--- src/rtl/cpu_pkg.sv ---
// Shared CPU package: instruction-memory geometry and loader FSM states.
// Reused by the loader, the instruction memory and the core.
package cpu_pkg;

    localparam int IMEM_DEPTH = 32;
    localparam int IMEM_AW    = 5;
    localparam int IMEM_DW    = 16;

    typedef enum logic [2:0] {
        IDLE,
        COUNT,
        HI,
        LO,
        CHECK,
        DONE,
        ERR
    } loader_state_t;

endpackage

--- src/rtl/imem_loader.sv ---
// Byte-stream instruction loader: count byte, N big-endian 16-bit words,
// XOR checksum byte. Writes each word to imem as soon as it is assembled.
module imem_loader
    import cpu_pkg::*;
#(
    parameter int DEPTH = IMEM_DEPTH,
    parameter int AW    = IMEM_AW,
    parameter int DW    = IMEM_DW
) (
    input  logic          clk,
    input  logic          rst,
    input  logic          start,
    input  logic          in_valid,
    input  logic [7:0]    in_data,
    output logic          in_ready,
    output logic          we,
    output logic [AW-1:0] waddr,
    output logic [DW-1:0] wdata,
    output logic          busy,
    output logic          done,
    output logic          err,
    output logic [AW:0]   words_loaded
);

    localparam int CW = AW + 1;

    loader_state_t state;
    loader_state_t state_nx;

    logic [CW-1:0] cnt;
    logic [CW-1:0] wl_q;
    logic [15:0]   word;
    logic [7:0]    csum;
    logic          we_q;

    logic take;
    logic idle_like;
    logic n_bad;
    logic last;

    assign busy      = (state == COUNT) || (state == HI) ||
                       (state == LO) || (state == CHECK);
    assign in_ready  = busy;
    assign take      = in_valid && in_ready;
    assign idle_like = (state == IDLE) || (state == DONE) || (state == ERR);
    assign n_bad     = (in_data == 8'd0) || (int'(in_data) > DEPTH);
    assign last      = (wl_q + CW'(1)) == cnt;

    always_ff @(posedge clk) begin
        if (rst) begin
            state <= IDLE;
        end else begin
            state <= state_nx;
        end
    end

    always_comb begin
        state_nx = state;
        unique case (state)
            IDLE, DONE, ERR: if (start) state_nx = COUNT;
            COUNT:           if (take) state_nx = n_bad ? ERR : HI;
            HI:              if (take) state_nx = LO;
            LO:              if (take) state_nx = last ? CHECK : HI;
            CHECK:           if (take) state_nx = (in_data == csum) ? DONE : ERR;
            default:         state_nx = IDLE;
        endcase
    end

    always_ff @(posedge clk) begin
        if (rst) begin
            cnt  <= '0;
            wl_q <= '0;
            word <= '0;
            csum <= '0;
            we_q <= 1'b0;
        end else begin
            we_q <= 1'b0;
            if (we_q) wl_q <= wl_q + CW'(1);
            if (take) begin
                case (state)
                    COUNT: cnt <= CW'(in_data);
                    HI: begin
                        word[15:8] <= in_data;
                        csum       <= csum ^ in_data;
                    end
                    LO: begin
                        word[7:0] <= in_data;
                        csum      <= csum ^ in_data;
                        we_q      <= 1'b1;
                    end
                    default: ;
                endcase
            end
            if (start && idle_like) begin
                wl_q <= '0;
                csum <= '0;
            end
        end
    end

    // A reset landing on the write cycle must suppress the pending pulse.
    assign we           = we_q && !rst;
    assign waddr        = wl_q[AW-1:0];
    assign wdata        = DW'(word);
    assign words_loaded = wl_q;
    assign done         = (state == DONE);
    assign err          = (state == ERR);

endmodule

--- config.mk ---
export PLATFORM = sky130hd
export DESIGN_NAME = imem_loader
export DESIGN_NICKNAME = d
export VERILOG_FILES = /design/src/rtl/cpu_pkg.sv /design/src/rtl/imem_loader.sv
export SDC_FILE = /design/constraint.sdc
export NUM_CORES = 1
export LEC_CHECK = 0
export BUFFER_PORTS_ARGS = -buffer_cell sky130_fd_sc_hd__buf_2
export CAP_MARGIN = 0
export CORE_ASPECT_RATIO = 1.2
export CORE_MARGIN = 2
export CORE_UTILIZATION = 45
export DETAILED_ROUTE_END_ITERATION = 8
export PLACE_DENSITY_LB_ADDON = 0.08
export SETUP_SLACK_MARGIN = 0.5
export SLEW_MARGIN = 20
export SYNTH_ARGS = -nofsm -noshare
export SYNTH_HDL_FRONTEND = slang
export SYNTH_SLANG_ARGS = --single-unit
export TNS_END_PERCENT = 1
--- constraint.sdc ---
create_clock -name clk -period 1.8 [get_ports clk]
set_input_delay 0.54 -clock clk [delete_from_list [all_inputs] [get_ports clk]]
set_output_delay 0.54 -clock clk [all_outputs]
set_load 0.03 [all_outputs]
-- After elaboration in Yosys (flattened, before gate mapping)
Cells that the tools add are included.
- equality and inequality tests: 13
- add/sub/neg operators: 1
- $lt $le $gt $ge: 1
- muxes and demuxes: 10
- bitwise logic cells: 2
- reduce and logical (&&, ||, !) cells: 21
- operator list (cell ; number):
    $mux W3 ; 7
    $pmux W3 S5 ; 1
    $ne A2 B2 Y1 const B ; 5
    $eq A3 B3 Y1 const B ; 3
    $eq A8 B8 Y1 ; 1
    $gt A8 B6 Y1 const B ; 1
    $logic_not A8 Y1 ; 1
    $reduce_and A2 Y1 ; 4
    $xor A8 B8 Y8 ; 1
    $add A6 B1 Y6 const B ; 1
    $eq A3 B2 Y1 const B ; 2
    $eq A6 B6 Y1 ; 1
    $logic_or A1 B1 Y1 ; 6
    $reduce_or A2 Y1 ; 3
    $reduce_and A5 Y1 ; 1
    $eq A3 B1 Y1 const B ; 1
    $logic_and A1 B1 Y1 ; 3
    $logic_not A3 Y1 ; 1
    $reduce_or A3 Y1 ; 1
    $mux W2 ; 1
    $logic_not A1 Y1 ; 1
    $mux W1 ; 1
    $not A1 Y1 ; 1
- output and inout port bits: 32
- bits in registers: 40
- input port bits: 12
- word-level logic and storage cells: 55

-- Longest topological paths before layout
- depth in word-level cells: 7
- depth in mapped cells: 7
- gate-level depth less buffers: 6

-- Worst setup path after synthesis
Ideal clock, no wire load.
- path type: reg2reg
- start: register wl_q[0], in the netlist words_loaded[0]
- end: register state[2]
- data arrival time: 1.861 ns
- path buffers: 0
- setup slack: -0.136 ns
- setup time: 0.074 ns
- required time: 1.726 ns
- clock period less this slack: 1.936 ns
- cell stages (with the launch flop): 7
- path through: dfxtp_1 > ha_1 > xor2_1 > nor3_1 > nand4_1 > or4_1 > a31oi_1
- cells in the longest elaborated chain, start to end: 5
- ends and longest elaborated chain (what ; RTL line ; text):
    from (decl) ; imem_loader.sv:31 ; logic [CW-1:0] wl_q;
    from (signal assigned) ; imem_loader.sv:78 ; if (we_q) wl_q <= wl_q + CW'(1);
    $add A6 B1 Y6 ; imem_loader.sv:47 ; assign last = (wl_q + CW'(1)) == cnt;
    $eq A6 B6 Y1 ; imem_loader.sv:47 ;
    $mux W3 (2 in a row) ; imem_loader.sv:63 ; LO: if (take) state_nx = last ? CHECK : HI;
    $pmux W3 S5 ; imem_loader.sv:59 ; unique case (state)
    to (signal assigned) ; imem_loader.sv:53 ; state <= state_nx;
    to (decl) ; imem_loader.sv:27 ; loader_state_t state;
No other way between the ends. The select of a mux whose other input is x is not followed.
A chain may end at the register's enable or synchronous reset.

-- Worst setup path after layout
- start: register state[0]
- end: output port err
- cells in the longest elaborated chain, start to end: 1
- ends and longest elaborated chain (what ; RTL line ; text):
    $eq A3 B3 Y1 ; imem_loader.sv:107 ; assign err = (state == ERR);
    to (decl) ; imem_loader.sv:21 ; output logic err,
No other way between the ends.

==> summary by stage <==
Status
The flow ran to the end, and the final reports show no timing, DRC or antenna violations.

Synth
The sequential area share after synthesis is 40.9%. When the netlist entered floorplanning its net count stood at 248. The synthesized instance count is 235.

The combined area of all synthesized cells is 0.00196 mm2. The count of yosys warnings during synthesis is 0. The number of library cell types mapped by synthesis is 38. After synthesis the netlist holds a flip-flop and latch count of 40. In this run the mean area of a mapped cell was 8.33 um2.

Pwr
In this run the power density over the cells is 993 mW/mm2. For this design the static power due to leakage is 1.13 nW. Sequential cells account for 38.1% of the total power. Net switching is 34.2% of the power. The power share of the clock group is 26.5%. The combinational share of power is 35.4%. IR analysis of the VDD net gives a maximum drop of 0.616 mV. The analysis attributes to net switching a power of 944 uW. Internal power comes to 1.82 mW.

Routing
In the final routed layout, each cell accounts on average for 13.7 um. In this run, the number of DRC markers left after iteration 0 of detailed routing was 61. After detailed routing, the number of remaining DRC violations is 0. The detail route stage leaves a number of antenna-violating nets equal to 0. Before antenna repair, the detailed router went through 4 iterations. The final wirelength is 4740 um. The routed via count divided by cell count is 5.07.

The overall via count from detail_route is 1,749.

Placement
Summing all placed instances gives a cell area of 0.00234 mm2. The wire-length estimate of the detail-placed layout is 3300 um. The quantity of I/O buffers inserted on ports is 43. The congestion estimate from routability-driven global placement came to 0.701. The setup slack at placement is -0.0595 ns.

Setup path
The category of the worst setup path capture point is an output pin. Data on the critical path is required at its endpoint by 1.26 ns. The signal on the critical path passes through buf_12, nor2b_4, and2_4, buf_6. Measured in cells, the most critical reg-to-reg path has a length of 6. The endpoint identified for the worst register-to-register timing path is state[2]$_SDFFE_PP0P_. The data arrival time of the critical path is 1.20 ns. On the worst path, the slowest cell contributes a delay of 0.37 ns. Along the worst path, the maximum fanout reaches 12.

In this run the register-to-register setup slack is 0.10 ns. The setup path with the least slack is of type reg -> out. The worst register-to-register path begins at words_loaded[0]$_SDFFE_PP0P_.

Tracing the worst setup path back leads to its startpoint at state[0]$_SDFFE_PP0P_. The cell type of the slowest stage on the worst timing path is dfxtp_4. The most critical setup path has its endpoint at err. STA classifies the critical path startpoint as a register.

Global route
The number of global-route vias before repair came to 1,685. Global routing finished with a remaining overflow of 0. Entering global routing, the biggest net connects 29 pins. For this run, the total global-route usage over all layers was measured as 20.3%. The global-route wire length before repair is 7910 um.

The number of antenna violations at the first check in global routing came to 0.

Floorplanning
The number of rows in the core area is 26. The floorplan step set the die height to 76.2 um. In this run the horizontal extent of the chip is 64.2 um. The core region is 0.00423 mm2. The die covers 0.00489 mm2. 44 I/O pins were placed.

Once the floorplan was initialized, standard cells occupied 46.3% of the core.

CTS
The root buffer cell chosen for the clock tree is clkbuf_8. The number of buffers inserted during clock tree synthesis is 5. The later pin in the worst-skew pair is clocked with a latency of 0.30 ns.

The H-tree was split into 2 levels. The clock transition at the register clock pins on the worst setup and hold paths after CTS is 0.08 ns. CTS saw 40 sinks. The maximum buffer depth of the clock tree is 2.

The number of hold-repair buffers added at the cts stage is 0. The clock tree from TritonCTS is done.

Min path
The worst min-delay path class is reg -> reg.

STA
Setup violations remaining at the end of the flow were counted as 0. For the final database, setup skew stands at 0.00616 ns. The sum of negative setup slack is 0 ns. The post-route minimum period is 1.74 ns. After layout, the worst path uses 96.6% of the clock period. The worst slew margin relative to its limit is 74.1%. The transition time of the tightest slew-check pin is 0.387 ns.

The maximum clock rate is 575 MHz. The final hold violation count came to 0. Setup repair after global routing could not meet its margin everywhere. The final worst-path setup slack is 0.0605 ns. The number of pins exceeding their max-slew limit in the final report is 0.

Run
The number of max-cap violations is 0.

Finish
The net count of the finished layout is 301. The fraction of layout instances using a drive strength above 1 is 43.6%. The number of antenna diodes in the final layout is 0. The area growth from synthesis to layout is 41.9%. The fill cell total of the finished layout is 354.

The final design instance area without fill is 0.00278 mm2.
final cells by class:
type / instances / area, um2 / share of cell area [%]
Clock buffer: 5 / 68.8 / 2.48
Clock inverter: 3 / 42.5 / 1.53
Multi-Input combinational cell: 174 / 1270 / 45.6
Sequential cell: 40 / 828 / 29.8
Tap cell: 56 / 70.1 / 2.52
Timing Repair Buffer: 67 / 502 / 18.1
power groups by stage:
| stage | logic [mW] | registers [mW] | clock network [mW] |
|---|---|---|---|
| 2_1_floorplan | 0.548 | 1.08 | 0 |
| 3_3_place_gp | 0.795 | 1.06 | 0 |
| 3_5_place_dp | 0.803 | 1.06 | 0 |
| 4_1_cts | 0.876 | 1.05 | 0.754 |
| 5_1_grt | 1.07 | 1.06 | 0.780 |
| 6_report | 0.976 | 1.05 | 0.732 |
through the flow:
stage          cells  util [%]  hold slack, ns  power [mW]
2_1_floorplan    235         -           0.481        1.63
3_3_place_gp     333      55.4           0.441        1.86
3_5_place_dp     333      55.4           0.445        1.87
4_1_cts          344      59.7           0.456        2.68
5_1_grt          345      65.7           0.477        2.91
6_report         345      65.7           0.449        2.76
cells in the mapped netlist:
library cell  instances  area share [%]
nand2_1              44             8.4
dfxtp_1              40              41
nor2_1               24             4.6
xor2_1               24              11
a21oi_1              17             4.3
clkbuf_1             11             2.1
mux2i_1               9             4.6
xnor2_1               9             4.0
buf_4                 6             2.3
nand3_1               6             1.5
and2_1                4             1.3
nand4_1               4             1.3
nor2b_1               4             1.3
nor4_1                3            0.96
a31oi_1               2            0.64
and3_1                2            0.64
buf_2                 2            0.51
nand4b_1              2            0.90
o21ai_0               2            0.51
or4_1                 2            0.77
a211o_1               1            0.45
a21o_1                1            0.38
a221oi_2              1            0.77
and2b_1               1            0.38
and3b_1               1            0.45
buf_1                 1            0.19
buf_6                 1            0.58
ha_1                  1            0.64
nand2_2               1            0.32
nand2b_1              1            0.32
nand3b_1              1            0.38
nor2_2                1            0.32
nor3_1                1            0.26
nor3b_1               1            0.38
nor4b_1               1            0.45
nor4bb_1              1            0.51
o2111ai_1             1            0.45
o21bai_1              1            0.38
placed cells by master (no fill, tap or decap), drive strengths merged, types with 6 or more instances in the layout:
cell / Yosys / routed
buf: 10 / 65
nand2: 45 / 45
dfxtp: 40 / 40
nor2: 25 / 25
xor2: 24 / 24
a21oi: 17 / 17
mux2i: 9 / 9
xnor2: 9 / 9
clkbuf: 11 / 7
nand3: 6 / 6
worst min path at each step:
stage	from	endpoint	slack, ns	depth (start not counted)
floorplan	cnt[1]$_SDFFE_PP0P_	cnt[1]$_SDFFE_PP0P_	0.48	2
global placement	wdata[7]$_SDFFE_PP0P_	wdata[7]$_SDFFE_PP0P_	0.44	2
detailed placement	wdata[7]$_SDFFE_PP0P_	wdata[7]$_SDFFE_PP0P_	0.44	2
CTS	wdata[7]$_SDFFE_PP0P_	wdata[7]$_SDFFE_PP0P_	0.46	2
global route	wdata[5]$_SDFFE_PP0P_	wdata[5]$_SDFFE_PP0P_	0.48	2
finish	wdata[15]$_SDFFE_PP0P_	wdata[15]$_SDFFE_PP0P_	0.45	2
cells by family after synthesis:
kind of cell,Yosys count,share of synthesized area (%)
compound gates,26,7.93
xor+xnor,33,14.8
fa+ha+maj,1,0.639
buf+inv,21,5.69
flops,40,40.9
mux,9,4.60
simple gates,105,25.4
per-layer routing:
layer	GRT usage (%)	wire, um	part of all wire [%]	up-vias
met5	0	0	0	-
met4	6.60	77	1.6	0
met3	4.73	200	4.2	9
met2	35.4	2400	51	44
met1	24.3	2070	44	821
li1	-	-	-	875
sequential cells by signal, indices dropped and copies added, names as in the netlist:
signal	count
we_q	1
wdata	16
cnt	6
csum	8
words_loaded	6
state	3
critical path: cells and delay by family (launching register included):
family / cells / cell delay, ns
flops: 1 / 0.37
buf+inv: 2 / 0.26
simple gates: 2 / 0.27
what timing repair did:
action,4_1_cts,5_1_grt
gates resized for setup,15,77
buffers inserted,3,1
pin swaps,0,26
setup endpoints to repair,71,71
No activity file was read; power rests on OpenSTA's default activity.
